<file path="src/rtl/uart_frame_pkg.sv">
// Shared definitions for the UART receive-side frame controller.
//   frame_state_e     : parser/drain FSM states
//   ERR_*             : err_code values reported alongside frame_err
//   SYNC_BYTE_DEFAULT : default frame start marker
package uart_frame_pkg;

    typedef enum logic [2:0] {
        IDLE,
        LEN,
        PAYLOAD,
        CHK,
        DRAIN
    } frame_state_e;

    localparam logic [1:0] ERR_LEN = 2'b01;
    localparam logic [1:0] ERR_CHK = 2'b10;
    localparam logic [1:0] ERR_TMO = 2'b11;

    localparam logic [7:0] SYNC_BYTE_DEFAULT = 8'hA5;

endpackage

</file>
<file path="src/rtl/uart_frame_buf.sv">
// Payload buffer: MAX_LEN x DBIT register file, one synchronous write port
// and one asynchronous read port.
//   clk    : system clock
//   we     : write enable for wdata at wr_ptr
//   wr_ptr : write address
//   wdata  : write data
//   rd_ptr : read address
//   rdata  : combinational read data at rd_ptr
module uart_frame_buf
    import uart_frame_pkg::*;
#(
    parameter int DBIT    = 8,
    parameter int MAX_LEN = 16,
    parameter int AW      = 4
) (
    input  logic            clk,
    input  logic            we,
    input  logic [AW-1:0]   wr_ptr,
    input  logic [DBIT-1:0] wdata,
    input  logic [AW-1:0]   rd_ptr,
    output logic [DBIT-1:0] rdata
);

    // Payload storage needs no reset: a byte is only read back after it
    // has been written within the same frame.
    logic [DBIT-1:0] mem_q [MAX_LEN];

    always_ff @(posedge clk) begin
        if (we) begin
            mem_q[wr_ptr] <= wdata;
        end
    end

    assign rdata = mem_q[rd_ptr];

endmodule

</file>
<file path="src/rtl/uart_rx_frame_ctrl.sv">
// Frame controller behind the UART receiver. Hunts for SYNC_BYTE, parses
// SYNC, LEN, LEN payload bytes, CHK (CHK = LEN ^ payload bytes), buffers the
// payload and releases verified payloads as a valid/ready byte stream.
//   clk, reset_n     : clock, asynchronous active-low reset
//   rx_done_tick     : receiver byte strobe, rx_dout valid this cycle
//   rx_dout          : received byte
//   s_tick           : oversampling tick, used for the inter-byte timeout
//   pkt_data/valid/ready/last : payload byte stream
//   frame_ok         : pulse, frame verified, drain starts this cycle
//   frame_err        : pulse, frame discarded; cause in err_code
//   err_code         : 01 length, 10 checksum, 11 timeout; holds otherwise
//   rx_overrun       : pulse, byte dropped while draining
//   busy             : high whenever the FSM is not in IDLE
module uart_rx_frame_ctrl
    import uart_frame_pkg::*;
#(
    parameter int              DBIT          = 8,
    parameter int              MAX_LEN       = 16,
    parameter logic [DBIT-1:0] SYNC_BYTE     = DBIT'(SYNC_BYTE_DEFAULT),
    parameter int              TIMEOUT_TICKS = 2560
) (
    input  logic            clk,
    input  logic            reset_n,
    input  logic            rx_done_tick,
    input  logic [DBIT-1:0] rx_dout,
    input  logic            s_tick,
    output logic [DBIT-1:0] pkt_data,
    output logic            pkt_valid,
    input  logic            pkt_ready,
    output logic            pkt_last,
    output logic            frame_ok,
    output logic            frame_err,
    output logic [1:0]      err_code,
    output logic            rx_overrun,
    output logic            busy
);

    localparam int LW = $clog2(MAX_LEN + 1);
    localparam int AW = (MAX_LEN > 1) ? $clog2(MAX_LEN) : 1;
    localparam int TW = $clog2(TIMEOUT_TICKS + 1);
    localparam logic [TW-1:0] TMO_LAST = TW'(TIMEOUT_TICKS - 1);
    localparam logic [TW-1:0] TMO_MAX  = TW'(TIMEOUT_TICKS);

    frame_state_e    state_q, state_d;
    logic [LW-1:0]   len_q, len_d;
    logic [LW-1:0]   wr_ptr_q, wr_ptr_d;
    logic [LW-1:0]   rd_ptr_q, rd_ptr_d;
    logic [DBIT-1:0] chk_q, chk_d;
    logic [TW-1:0]   tmo_q, tmo_d;
    logic            pkt_valid_q, pkt_valid_d;
    logic            frame_ok_q, frame_ok_d;
    logic            frame_err_q, frame_err_d;
    logic [1:0]      err_code_q, err_code_d;
    logic            rx_overrun_q, rx_overrun_d;

    logic            buf_we;
    logic [DBIT-1:0] buf_rdata;
    logic            in_frame;
    logic            len_bad;
    logic            last_beat;

    uart_frame_buf #(
        .DBIT    (DBIT),
        .MAX_LEN (MAX_LEN),
        .AW      (AW)
    ) u_buf (
        .clk    (clk),
        .we     (buf_we),
        .wr_ptr (wr_ptr_q[AW-1:0]),
        .wdata  (rx_dout),
        .rd_ptr (rd_ptr_q[AW-1:0]),
        .rdata  (buf_rdata)
    );

    assign in_frame  = (state_q == LEN) || (state_q == PAYLOAD) || (state_q == CHK);
    assign len_bad   = (rx_dout == '0) || (32'(rx_dout) > 32'(MAX_LEN));
    assign last_beat = (rd_ptr_q == len_q - 1'b1);

    always_comb begin
        state_d      = state_q;
        len_d        = len_q;
        wr_ptr_d     = wr_ptr_q;
        rd_ptr_d     = rd_ptr_q;
        chk_d        = chk_q;
        tmo_d        = tmo_q;
        pkt_valid_d  = pkt_valid_q;
        err_code_d   = err_code_q;
        frame_ok_d   = 1'b0;
        frame_err_d  = 1'b0;
        rx_overrun_d = 1'b0;
        buf_we       = 1'b0;

        // Inter-byte timeout: a byte in the same cycle as the terminal tick
        // wins, so the counter only advances on ticks without a byte.
        if (in_frame) begin
            if (rx_done_tick) begin
                tmo_d = '0;
            end else if (s_tick && (tmo_q != TMO_MAX)) begin
                tmo_d = tmo_q + 1'b1;
            end
        end

        unique case (state_q)
            IDLE: begin
                if (rx_done_tick && (rx_dout == SYNC_BYTE)) begin
                    state_d  = LEN;
                    tmo_d    = '0;
                    wr_ptr_d = '0;
                    rd_ptr_d = '0;
                end
            end
            LEN: begin
                if (rx_done_tick) begin
                    if (len_bad) begin
                        state_d     = IDLE;
                        frame_err_d = 1'b1;
                        err_code_d  = ERR_LEN;
                    end else begin
                        state_d = PAYLOAD;
                        len_d   = rx_dout[LW-1:0];
                        chk_d   = rx_dout;
                    end
                end
            end
            PAYLOAD: begin
                // SYNC_BYTE is ordinary data here.
                if (rx_done_tick) begin
                    buf_we   = 1'b1;
                    wr_ptr_d = wr_ptr_q + 1'b1;
                    chk_d    = chk_q ^ rx_dout;
                    if (wr_ptr_q == len_q - 1'b1) begin
                        state_d = CHK;
                    end
                end
            end
            CHK: begin
                if (rx_done_tick) begin
                    if (rx_dout == chk_q) begin
                        state_d     = DRAIN;
                        frame_ok_d  = 1'b1;
                        pkt_valid_d = 1'b1;
                    end else begin
                        state_d     = IDLE;
                        frame_err_d = 1'b1;
                        err_code_d  = ERR_CHK;
                    end
                end
            end
            DRAIN: begin
                // Receiver cannot be stalled: bytes arriving now are lost.
                if (rx_done_tick) begin
                    rx_overrun_d = 1'b1;
                end
                // Valid/ready: a byte moves on every cycle where pkt_valid
                // and pkt_ready are both high; pkt_valid never depends on
                // pkt_ready, and pkt_data/pkt_last hold until the transfer.
                if (pkt_valid_q && pkt_ready) begin
                    rd_ptr_d = rd_ptr_q + 1'b1;
                    if (last_beat) begin
                        pkt_valid_d = 1'b0;
                        state_d     = IDLE;
                    end
                end
            end
            default: begin
                state_d = IDLE;
            end
        endcase

        if (in_frame && !rx_done_tick && s_tick && (tmo_q == TMO_LAST)) begin
            state_d     = IDLE;
            tmo_d       = '0;
            frame_err_d = 1'b1;
            err_code_d  = ERR_TMO;
        end
    end

    always_ff @(posedge clk or negedge reset_n) begin
        if (!reset_n) begin
            state_q      <= IDLE;
            len_q        <= '0;
            wr_ptr_q     <= '0;
            rd_ptr_q     <= '0;
            chk_q        <= '0;
            tmo_q        <= '0;
            pkt_valid_q  <= 1'b0;
            frame_ok_q   <= 1'b0;
            frame_err_q  <= 1'b0;
            err_code_q   <= '0;
            rx_overrun_q <= 1'b0;
        end else begin
            state_q      <= state_d;
            len_q        <= len_d;
            wr_ptr_q     <= wr_ptr_d;
            rd_ptr_q     <= rd_ptr_d;
            chk_q        <= chk_d;
            tmo_q        <= tmo_d;
            pkt_valid_q  <= pkt_valid_d;
            frame_ok_q   <= frame_ok_d;
            frame_err_q  <= frame_err_d;
            err_code_q   <= err_code_d;
            rx_overrun_q <= rx_overrun_d;
        end
    end

    // Gating keeps the stream outputs at zero outside a drain.
    assign pkt_data   = pkt_valid_q ? buf_rdata : '0;
    assign pkt_valid  = pkt_valid_q;
    assign pkt_last   = pkt_valid_q && last_beat;
    assign frame_ok   = frame_ok_q;
    assign frame_err  = frame_err_q;
    assign err_code   = err_code_q;
    assign rx_overrun = rx_overrun_q;
    assign busy       = (state_q != IDLE);

endmodule

</file>
<file path="config.mk">
export PLATFORM = sky130hd
export DESIGN_NAME = uart_rx_frame_ctrl
export DESIGN_NICKNAME = d
export VERILOG_FILES = /design/src/rtl/uart_frame_pkg.sv /design/src/rtl/uart_frame_buf.sv /design/src/rtl/uart_rx_frame_ctrl.sv
export SDC_FILE = /design/constraint.sdc
export NUM_CORES = 1
export LEC_CHECK = 0
export BUFFER_PORTS_ARGS = -buffer_cell sky130_fd_sc_hd__buf_2
export CAP_MARGIN = 20
export CORE_ASPECT_RATIO = 0.9
export CORE_MARGIN = 2
export CORE_UTILIZATION = 60
export DETAILED_ROUTE_END_ITERATION = 16
export PLACE_DENSITY = 0.78
export SLEW_MARGIN = 15
export SYNTH_ARGS = -nofsm -noshare
export SYNTH_HDL_FRONTEND = slang
export SYNTH_HIERARCHICAL = 1
export SYNTH_SLANG_ARGS = --single-unit
</file>
<file path="constraint.sdc">
create_clock -name clk -period 4 [get_ports clk]
set_input_delay 0.2 -clock clk [delete_from_list [all_inputs] [get_ports clk]]
set_output_delay 0.2 -clock clk [all_outputs]
set_load 0.05 [all_outputs]
</file>
# == Yosys cells after proc, flatten, opt, wreduce, memory -nomap -nowiden ==
# Memory sizes are Yosys's and may differ from the RTL's.
# Index checks and enable logic that the tools add are counted.
# word_totals
ff_bits,44
mem_bits_rw,128
in_bits,13
mem_count,1
# memory_table
name,depth,word_bits,read_ports,rd_clocked_by_memory_dff,write_ports,line,rtl
u_buf.mem_q,16,8,1,0,1,uart_frame_buf.sv:26,logic [DBIT-1:0] mem_q [MAX_LEN];
# op_classes
n_addsub,4
n_lt_le_gt_ge,1
n_eq_ne,27
mux,52
bitwise,2
reduce_logical,26
# ops
operator,n
12-bit 2-to-1 mux,6
8-bit 2-to-1 mux,4
3-bit 2-to-1 mux,9
5-bit one-hot mux with 2 select lines,2
1-bit 2-to-1 mux,17
8-bit one-hot mux with 2 select lines,1
5-bit 2-to-1 mux,3
3-bit by 2-bit inequality test with 1-bit output (second input constant),5
3-bit one-hot mux with 5 select lines,1
2-bit inequality test (second input constant),7
12-bit by 1-bit adder with 12-bit output (second input constant),1
12-bit == test (second input constant),1
2-bit 2-to-1 mux,6
12-bit inequality test (second input constant),1
5-bit by 1-bit adder with 5-bit output (second input constant),2
5-bit == test,2
5-bit AND reduction,2
3-bit inequality test (second input constant),3
3-bit AND reduction,3
8-bit == test,1
8-bit == test (second input constant),1
8-bit by 5-bit greater-than comparator with 1-bit output (second input constant),1
8-bit zero test,1
2-bit nonzero test,4
17 further kinds,28

# == Logic depth before layout (Yosys ltp) ==
# Gate-level depths: netlist of run 1.
# depth
word_depth,8
depth_mapped,7
ltp_nobuf,7

# == By module ==
# Netlist of run 1, hierarchy kept.
# modules_own_cells
mod,n_inst,cells_per_inst,area_per_inst_um2,seq_area_each_um2
uart_frame_buf,1,221,4987.3,3843.7
uart_rx_frame_ctrl,1,258,2547.4,1101.1

# == Worst setup path before layout of run 1 ==
# No wires, ideal clock.
# synth_timing
path_type,reg2reg
startpoint,register state_q[2]
endpoint,memory u_buf.mem_q[0][0] (enable)
setup_time_ps,383
t_arrival_ps,2321
required_time_ps,3617
slack_ps,1295
path_stages_with_launch,7
n_path_buf,1
cell_sequence,dfrtp_1 > buf_6 > nor3b_2 > nand2_1 > inv_1 > or3b_2 > nor3_1
# synth_via
elab_chain_cells,4
# synth_rtl
item,line,rtl
"start, declared",uart_rx_frame_ctrl.sv:44,"frame_state_e state_q, state_d;"
"start signal, assigned",uart_rx_frame_ctrl.sv:192,state_q <= state_d;
3-bit by 2-bit == test with 1-bit output,uart_rx_frame_ctrl.sv:103,unique case (state_q)
1-bit 2-to-1 mux,uart_rx_frame_ctrl.sv:103,
named net buf_we,uart_rx_frame_ctrl.sv:56,logic buf_we;
1-bit 2-to-1 mux,uart_frame_buf.sv:29,if (we) begin
1-bit 2-to-1 mux (implied by the code),uart_frame_buf.sv:30,mem_q[wr_ptr] <= wdata;
"end, declared",uart_frame_buf.sv:26,
# The timed path passes the listed nets, and every way through them passes these cells.

# == Worst setup path after layout of run 1 ==
# layout_timing
startpoint,register rd_ptr_q[0]
endpoint,output pkt_data[2]
# layout_via
elab_chain_cells,2
# layout_rtl
item,line,rtl
"start, declared",uart_rx_frame_ctrl.sv:47,"logic [LW-1:0] rd_ptr_q, rd_ptr_d;"
"start signal, assigned",uart_rx_frame_ctrl.sv:195,rd_ptr_q <= rd_ptr_d;
memory read 16 x 8 bit,n/a,
named net buf_rdata[2],uart_rx_frame_ctrl.sv:57,logic [DBIT-1:0] buf_rdata;
8-bit 2-to-1 mux,uart_rx_frame_ctrl.sv:207,assign pkt_data = pkt_valid_q ? buf_rdata : '0;
"end, declared",uart_rx_frame_ctrl.sv:27,"output logic [DBIT-1:0] pkt_data,"
# The timed path passes the listed nets, and every way through them passes these cells.

==> results of run 1 <==
[cell type report]
class                   instances  area [µm²]
clock inverters                14         129
inverters                       7        26.3
repair buffers                 39         238
fillers                       811        3820
flip-flops and latches        172        4950
clock buffers                  17         425
well taps                     160         200
multi-input cells             278        2390
[cells by family (layout without fill, tap and decap cells)]
family | Yosys count | after routing | share of synthesized area, %
DFF | 172 | 172 | 65.6
xor gates and xnor gates | 39 | 39 | 4.53
adders and majority gates | 5 | 5 | 0.830
and+or+nand+nor | 139 | 139 | 9.98
AOI/OAI and AO/OA | 58 | 58 | 5.13
buffers and inverters | 29 | 77 | 2.64
muxes | 37 | 37 | 11.3
[sequential cells by signal, indices dropped and copies added, names as in the netlist, 2 cells and up]
register	count
chk_q	8
rd_ptr_q	5
state_q	3
u_buf/mem_q	128
err_code	2
len_q	5
tmo_q	12
wr_ptr_q	5
[report_power, final]
group | internal [W] | leakage (nW) | switching (W)
clock | 0.000903 | 0.263 | 0.000628
combinational | 0.000169 | 1.03 | 0.000215
sequential | 0.00199 | 1.73 | 0.0000911
[synth_stat cells, drive strengths merged]
master	count
edfxtp	128
dfrtp	44
nor2	33
mux4	32
nand2	23
xor2	21
xnor2	18
a22oi	17
a21oi	16
nand3	14
o21ai	14
buf	12
and2	11
nand4	11
nor3	8
clkbuf	7
inv	7
nand3b	7
and3	5
ha	5
mux2	5
nand2b	5
a211o	4
and4	3
clkdlybuf4s25	3
nor3b	3
nor4	3
nor4b	3
nor2b	2
o21ba	2
or3	2
or3b	2
a2bb2oi	1
a311oi	1
a31oi	1
and2b	1
nand4b	1
nor4bb	1
o31a	1
o31ai	1
or4	1
[final timing paths]
path / start / endpoint / slack [ps] / depth (start not counted)
min reg2reg: len_q[4] / len_q[4] / 550 / 1
max: rd_ptr_q[0] / pkt_data[2] / 880 / 5
min: pkt_ready / rd_ptr_q[0] / 130 / 3
max reg2reg: state_q[2] / u_buf/mem_q[2][3] / 1180 / 6
min in group asynchronous: reset_n / rd_ptr_q[2] / 160 / 2
max in group asynchronous: reset_n / chk_q[0] / 3370 / 3
[cells in the final DEF, fill, tap and decap left out, types with 3 or more instances in the layout]
| master | netlist | routed |
|---|---|---|
| nand2_1 | 23 | 23 |
| and2_1 | 11 | 11 |
| nand2b_1 | 5 | 5 |
| clkbuf_16 | 0 | 17 |
| nor4_1 | 3 | 3 |
| nand3b_1 | 7 | 7 |
| o21ai_0 | 14 | 14 |
| ha_1 | 5 | 5 |
| buf_2 | 4 | 28 |
| mux4_2 | 18 | 18 |
| a21oi_1 | 16 | 16 |
| nand4_1 | 11 | 11 |
| mux4_1 | 14 | 14 |
| xor2_1 | 21 | 21 |
| and4_1 | 3 | 3 |
| nor3_1 | 8 | 8 |
| nand3_1 | 14 | 14 |
| clkinv_1 | 0 | 5 |
| a22oi_1 | 17 | 17 |
| buf_4 | 2 | 9 |
| a211o_1 | 4 | 4 |
| inv_1 | 7 | 7 |
| nor2_1 | 33 | 33 |
| and3_1 | 5 | 5 |
| dfrtp_1 | 44 | 43 |
| clkinvlp_4 | 0 | 3 |
| edfxtp_1 | 128 | 128 |
| xnor2_1 | 18 | 18 |
| mux2_4 | 5 | 5 |
| nor4b_1 | 3 | 3 |
[routing by layer]
metal / vias up / global-route usage [%]
met1: 2155 / 35.6
met5: - / 0
li1: 1923 / -
met2: 162 / 37.7
met3: 21 / 6.74
met4: 0 / 7.96
[per-stage QoR]
stage / total power, W / hold WS, ps
3_5_place_dp: 0.00249 / 403
3_3_place_gp: 0.00248 / 403
2_1_floorplan: 0.00238 / -95.6
4_1_cts: 0.00402 / 116
5_1_grt: 0.00415 / 164
6_report: 0.00400 / 131
[tightest hold or removal path, stage by stage]
cell and delay (ps):
buf_2 110, nand4_1 120, o21ai_0 80
==> impl_metrics.tcl, run 1 <==
set metrics [dict create \
    routedLengthMet1_um 6620 \
    vias_per_cell 6.20 \
    fin_util_pct 68.6 \
    relSlewSlack_pct 36.3 \
    highest_layer "met4" \
    synthCells 479 \
    drt-total-wl_um 15300 \
    die_x_um 122 \
    pin_count 29 \
    final_nets 533 \
    cp-start-kind "flip-flop" \
    drive_gt1_share_pct 18.0 \
    outcome "completed" \
    cp_num_buf_inv 1 \
    fmaxAchievable_mhz 321 \
    arrival_ps 2920 \
    syn_area_um2 7530 \
    synth_seq_area_share_pct 65.6 \
    worst_pin_slew_ps 954 \
    path_delay_family "flip-flops" \
    fin_crit_sh_pct 77.9 \
    first_global_vias 4148 \
    final-hold-violation-count 0 \
    cts_root_buf "clkbuf_16" \
    period_needed_ps 3120 \
    synth_top_area_share_pct 51.0 \
    drv_slew 0 \
    wl_met3_um 1090 \
    die_h_um 110 \
    dp.final_hpwl_um 9480 \
    grt_pass1_wl_um 23700 \
    antenna_cells 0 \
    fin_ws_ps 883 \
    critical_path_class "reg -> out" \
    cts-resized-gates 0 \
    post_drt_wl_per_cell_um 22.3 \
    grt-ovfl-total 0 \
    initial_core_util_pct 61.9 \
    leakage_nw 3.02 \
    path_max_fanout 31 \
    area_delta_synth_final_pct 10.9 \
    finalInstanceArea_um2 8360 \
    gp_congestion 0.820 \
    drt_pass1_iterations 5 \
    htreeDepth 4 \
    core_area_um2 12200 \
    cp_slowest_cell "dfrtp_2" \
    dp_slack_ps 1260 \
    antenna_found_initial 0 \
    post-synth-top-area-cell "edfxtp_1" \
    synth.avg_cell_area_um2 15.7 \
    post_synth_num_cell_types 47 \
    syn_nets 497 \
    synth-seq-cells 172 \
    cpPeakStageDelay_ps 960 \
    fin_skew_ps 10.0 \
    cts_tree "yes" \
    finalNonFillerCells 687 \
    dieArea_um2 13500 \
    grt_max_degree 45 \
    wl_met2_um 7390 \
    drtAntennaViolNets 0 \
    drt_iter0_markers 447 \
    power_density_nw_per_um2 478 \
    rows 38 \
    port_buffers 28 \
    numCtsBuffers 17 \
    synth_area_leaders "edfxtp_1 (51%), dfrtp_1 (15%), mux4_2 (5.4%)" \
    drv_cap 0 \
    numClockSinks 172 \
    post_cts.repair.setup_buffers 0 \
    hold_buffers 1 \
    place_inst 654 \
    drc 0 \
    irDropWorstVdd_uv 406 \
    setup_viol 0 \
    worstPathRequired_ps 3800 \
    yosysWarnings 6 \
    setup_tns_ps 0 \
    grt_usage_pct 24.8 \
    path_cells "mux4_1 > a22oi_1 > nand2_1 > and2_1 > buf_2" \
    min-delay-path-class "in -> reg" \
    place_area_um2 7770 \
    ctsLongestPathBuffers 2 \
    vias 4261 \
    clk_latency_ps 420 \
    rsz0062_at_grt "no" \
    path_clk_slew_ps 60 \
    end_kind "output pin" \
]
(Power assumes the default switching activity.)
==> inputs of run 2 (changes only) <==
clock period = 3.2 ns   (was 4 ns; I/O delays follow)
==> run 2 against run 1 <==
Net effect:
- hold slack worse by 48 ps
- clock-buffer cell count is 5 higher
- register-to-register slack got worse by 600 ps
- core utilization grew 0.16 points
- worst setup slack worse by 560 ps
- largest power group unchanged
- largest cell class unchanged
- cell count increased by 0.29%
- sequential share of layout area decreased by 0.14 points
- critical path depth increased by 3
- power up 27%
- global-route usage decreased by 1.3 points
==> impl_metrics.tcl, run 2 (synthesized netlist as in run 1, its figures left out) <==
set metrics [dict create \
    outcome "completed" \
    pin_count 29 \
    grt_usage_pct 23.6 \
    drive_gt1_share_pct 17.6 \
    port_buffers 28 \
    antenna_cells 0 \
    rsz0062_at_grt "no" \
    final_cell_mix "edfxtp_1 (128), dfrtp_1 (43), nor2_1 (33)" \
    drv_cap 0 \
    first_global_vias 4037 \
    vias 4193 \
    antenna_found_initial 0 \
    largest_register_ffs 128 \
    drt-total-wl_um 14700 \
    cp_slowest_cell "nor4_1" \
    arrival_ps 2720 \
    r2r_start "state_q[2]" \
    end_kind "output pin" \
    rows 38 \
    r2r_end "u_buf/mem_q[2][4]" \
    num-fill-cells 842 \
    reg2reg_setup_slack_ps 580 \
    die_x_um 122 \
    worst_pin_slew_ps 990 \
    fmaxAchievable_mhz 348 \
    leakage_nw 3.04 \
    critical_path_class "reg -> out" \
    htreeDepth 4 \
    setup_tns_ps 0 \
    path_max_fanout 5 \
    period_needed_ps 2880 \
    vias_per_cell 6.09 \
    drt_iter0_markers 464 \
    final_common_cell "edfxtp_1" \
    cts-resized-gates 0 \
    worstPathRequired_ps 3040 \
    die_h_um 110 \
    post_cts.repair.setup_buffers 0 \
    power_density_nw_per_um2 607 \
    min-delay-path-class "in -> reg" \
    holdPathEnd "rd_ptr_q[0]" \
    numCtsBuffers 17 \
    core_area_um2 12200 \
    grt-ovfl-total 0 \
    cpPeakStageDelay_ps 490 \
    cts_tree "yes" \
    final_nets 534 \
    drv_slew 0 \
    cts_root_buf "clkbuf_16" \
    drt_pass1_iterations 5 \
    ctsLongestPathBuffers 2 \
    post_drt_wl_per_cell_um 21.4 \
    path_clk_slew_ps 60 \
    fin_util_pct 68.8 \
    crit_top_cell "xnor2_1" \
    final-hold-violation-count 0 \
    reg2reg_depth 5 \
    regMostFlops "u_buf/mem_q" \
    fin_skew_ps 10.3 \
    hp-start "pkt_ready" \
    drc 0 \
    gp_congestion 0.797 \
    total_power_w 0.00509 \
    path_cells "inv_1 > ha_1 > nor3b_1 > xnor2_1 > xnor2_1 > nor4_1 > and2_1 > buf_2" \
    cp-start-kind "flip-flop" \
    area_delta_synth_final_pct 11.2 \
    dieArea_um2 13500 \
    place_area_um2 7800 \
    relSlewSlack_pct 34.0 \
    finalInstanceArea_um2 8380 \
    clk_latency_ps 420 \
    dp.final_hpwl_um 9340 \
    top_regs "u_buf/mem_q (128), tmo_q (12), chk_q (8)" \
    irDropWorstVdd_uv 429 \
    grt_max_degree 45 \
    numClockSinks 172 \
    grt_pass1_wl_um 22500 \
    drtAntennaViolNets 0 \
    fin_crit_sh_pct 89.9 \
    setup_viol 0 \
    initial_core_util_pct 61.9 \
    hold-path-cell-count 3 \
    hold_buffers 1 \
]
## run 2: cell count changes in the layout (fill, tap and decap cells not counted), sizes merged
cell | before | now
inv | 8 | 7
bufinv | 2 | 3
clkinv | 8 | 6
clkinvlp | 3 | 1
clkbuf | 17 | 22
buf | 38 | 39
## run 2: through the flow
stage,std cells,setup slack (ps),hold slack [ps]
final,689,323,82.8
after global routing,689,151,108
after CTS,689,290,68.8
after detailed placement,656,652,374
after global placement,656,740,374
after floorplan,479,495,-136
## run 2: worst max-delay path, delay by kind of cell (launching register included)
family,cells,cell delay [ps]
AND/OR/NAND/NOR,3,980
XOR/XNOR,2,350
adder cells (fa/ha/maj),1,180
flip-flops,1,440
buffers and inverters,2,340
## run 2: final cells by class
type / count / area (µm²) / area share [%]
Multi-Input combinational cell: 278 / 2390 / 28.5
Sequential cell: 172 / 4950 / 59.1
Clock buffer: 22 / 444 / 5.30
Clock inverter: 10 / 123 / 1.46
Inverter: 7 / 26.3 / 0.314
Tap cell: 160 / 200 / 2.39
Timing Repair Buffer: 40 / 245 / 2.93
## run 2: metal layers
layer  vias up  global-route usage (%)  wire length [µm]  share of wire (%)
met5         -                       0                 0                  0
met4         0                    6.65               110               0.75
met3        10                    5.97               817                5.5
met2       110                    36.1              7160                 49
met1      2139                    34.2              6660                 45
li1       1934                       -                 -                  -
## run 2: worst max path at each step
| stage | from | endpoint | slack, ps | cells past startpoint |
|---|---|---|---|---|
| floorplan | state_q[2] | u_buf/mem_q[0][0] | 500 | 6 |
| global placement | state_q[2] | u_buf/mem_q[2][4] | 740 | 5 |
| detailed placement | state_q[2] | u_buf/mem_q[2][5] | 650 | 5 |
| CTS | len_q[0] | pkt_last | 290 | 8 |
| global route | len_q[0] | pkt_last | 150 | 8 |
| finish | len_q[0] | pkt_last | 320 | 8 |
## run 2: where the power goes
part	switching, W	leakage (nW)	internal [W]
combinational	0.000277	1.04	0.000210
sequential	0.000112	1.73	0.00249
clock	0.000785	0.272	0.00121
==> inputs of run 3 (changes only) <==
ABC_AREA = 1   (was not set)
PLACE_DENSITY = 0.77   (was 0.78)
==> run 3 against run 2 <==
Net effect:
- wire length up 37%
- die area up 14%
- flip-flop and latch count unchanged
- cell area up 13%
- clock power up 12%
- synthesized cell count up 100%
- critical path type unchanged
==> impl_metrics.tcl, run 3 <==
set metrics [dict create \
    num-fill-cells 1091 \
    gp_congestion 0.887 \
    p_sw_w 0.00194 \
    grtUsageMet1_pct 40.3 \
    core_area_um2 14000 \
    internal_power_w 0.00430 \
    fin_hold_ws_ps 138 \
    final_cell_mix "nand2_1 (288), inv_1 (158), nand3_1 (132)" \
    syn_area_um2 8590 \
    irDropWorstVdd_uv 657 \
    post_synth_num_cell_types 44 \
    synth.avg_cell_area_um2 8.87 \
    drv_slew 0 \
    post_drt_wl_per_cell_um 16.9 \
    path_clk_slew_ps 70 \
    p_clk_share_pct 36.1 \
    cpPeakStageDelay_ps 640 \
    fmaxAchievable_mhz 354 \
    path_cells "inv_2 > buf_4 > nand2_1 > nand2_1 > nand2_1 > nand3_1 > nand3_1 > nand2_1 > nand2_1 > inv_1 > buf_2" \
    dp_slack_ps 717 \
    synth_top_area_share_pct 44.7 \
    fin_ws_ps 374 \
    total_power_w 0.00623 \
    synth_commonest_cells "nand2_1 (288), inv_1 (158), nand3_1 (132), edfxtp_1 (128), nor2_1 (67)" \
    die_x_um 130 \
    relSlewSlack_pct 41.2 \
    leakage_nw 4.32 \
    yosys_most_used_dff "edfxtp_1" \
    dp.final_hpwl_um 12900 \
    hold_buffers 1 \
    async_reset_ff_share_pct 25.6 \
    first_global_vias 6266 \
    final_common_cell "nand2_1" \
    vias 6692 \
    dieArea_um2 15300 \
    clk_latency_ps 430 \
    grt_usage_pct 28.3 \
    antenna_cells 0 \
    die_h_um 118 \
    fin_crit_sh_pct 88.3 \
    grt_max_degree 70 \
    cts_root_buf "clkbuf_16" \
    yosysWarnings 6 \
    outcome "completed" \
    worst_pin_slew_ps 881 \
    drtAntennaViolNets 0 \
    numCtsBuffers 17 \
    yosysMostFrequentCell "nand2_1" \
    final-hold-violation-count 0 \
    htreeDepth 4 \
    antenna_found_initial 0 \
    min-delay-path-class "in -> reg" \
    synth-edff-count 128 \
    drv_cap 0 \
    ctsLongestPathBuffers 2 \
    grt_use_met3_pct 5.86 \
    path_max_fanout 51 \
    drive_gt1_share_pct 10.1 \
    p_sw_share_pct 31.1 \
    cp-start-kind "flip-flop" \
    pin_count 29 \
    period_needed_ps 2830 \
    crit_top_cell "nand2_1" \
    end_kind "output pin" \
    setup_tns_ps 0 \
    area_delta_synth_final_pct 10.5 \
    power_density_nw_per_um2 656 \
    drt_iter0_markers 814 \
    cts-resized-gates 0 \
    largest_register_ffs 128 \
    setup_viol 0 \
    power_frac_seq_pct 43.8 \
    vias_per_cell 5.57 \
    worstPathRequired_ps 3040 \
    initial_core_util_pct 61.4 \
    grt-ovfl-total 0 \
    comb_power_share_pct 20.1 \
    synth-seq-cells 172 \
    numClockSinks 172 \
    cts_tree "yes" \
    grtUsageMet2_pct 42.6 \
    rows 41 \
    final_nets 1013 \
    top_usage_layer "met2" \
    regMostFlops "u_buf/mem_q" \
    port_buffers 28 \
    cp_slowest_cell "inv_2" \
    drc 0 \
    grt_pass1_wl_um 32500 \
    syn_nets 987 \
    top_regs "u_buf/mem_q (128), tmo_q (12), chk_q (8)" \
    post_cts.repair.setup_buffers 0 \
    drt-total-wl_um 20300 \
    arrival_ps 2670 \
    synth_area_leaders "edfxtp_1 (45%), dfrtp_1 (13%), nand2_1 (13%)" \
    rsz0062_at_grt "no" \
    synthCells 969 \
    drt_pass1_iterations 6 \
    critical_path_class "reg -> out" \
    fin_skew_ps 8.34 \
    synth_seq_area_share_pct 57.5 \
    post-synth-top-area-cell "edfxtp_1" \
]
-- run 3: through the flow --
step / util [%] / instance area (µm²) / instances
floorplan: - / 8590 / 969
global placement: 63.1 / 8840 / 1168
detailed placement: 63.1 / 8840 / 1168
CTS: 67.8 / 9500 / 1201
global route: 67.8 / 9500 / 1201
finish: 67.8 / 9500 / 1201
-- run 3: worst paths after layout --
| path | depth (start not counted) | startpoint | slack, ps | end |
|---|---|---|---|---|
| max in group asynchronous | 2 | reset_n | 2500 | rd_ptr_q[0] |
| worst max-delay path | 11 | rd_ptr_q[0] | 370 | pkt_data[0] |
| min in group asynchronous | 2 | reset_n | 270 | tmo_q[7] |
| worst max register to register | 5 | state_q[2] | 680 | u_buf/mem_q[10][1] |
| worst min-delay path | 3 | rx_dout[2] | 140 | len_q[2] |
| worst min register to register | 2 | err_code[1] | 490 | err_code[1] |
-- run 3: power by group through the flow --
stage                     Combinational, W  Sequential [W]  Clock, W
final                              0.00126         0.00273   0.00225
after detailed placement           0.00123         0.00276         0
after global placement             0.00121         0.00276         0
after CTS                          0.00125         0.00272   0.00228
after floorplan                   0.000892         0.00277         0
after global routing               0.00143         0.00275   0.00237
-- run 3: cell families (layout without fill, tap and decap cells) --
| logic type | Yosys count | in the layout | share of synthesized area, % |
|---|---|---|---|
| buffers and inverters | 195 | 234 | 9.54 |
| AO/OA/AOI/OAI | 50 | 50 | 3.58 |
| adder cells (fa/ha/maj) | 5 | 5 | 0.728 |
| XOR/XNOR | 10 | 10 | 1.02 |
| flip-flops | 172 | 172 | 57.5 |
| AND/OR/NAND/NOR | 537 | 537 | 27.6 |
-- run 3: cell type report --
| type | instances | area, µm² | share of cell area, % |
|---|---|---|---|
| clock buffers | 17 | 425 | 4.48 |
| clock inverters | 15 | 225 | 2.37 |
| well taps | 193 | 241 | 2.54 |
| repair buffers | 37 | 213 | 2.24 |
| inverters | 165 | 619 | 6.52 |
| multi-input cells | 602 | 2830 | 29.8 |
| flip-flops and latches | 172 | 4950 | 52.1 |
-- run 3: layer usage --
metal,share of wire [%],vias up
li1,-,3187
met1,41,3122
met2,46,338
met3,9.1,45
met4,3.1,0
met5,0,-
-- run 3: worst max-delay path, delay by kind of cell (launching register included) --
family        cells  cell delay [ps]
simple gates      7              540
buf+inv           4             1300
flops             1              410
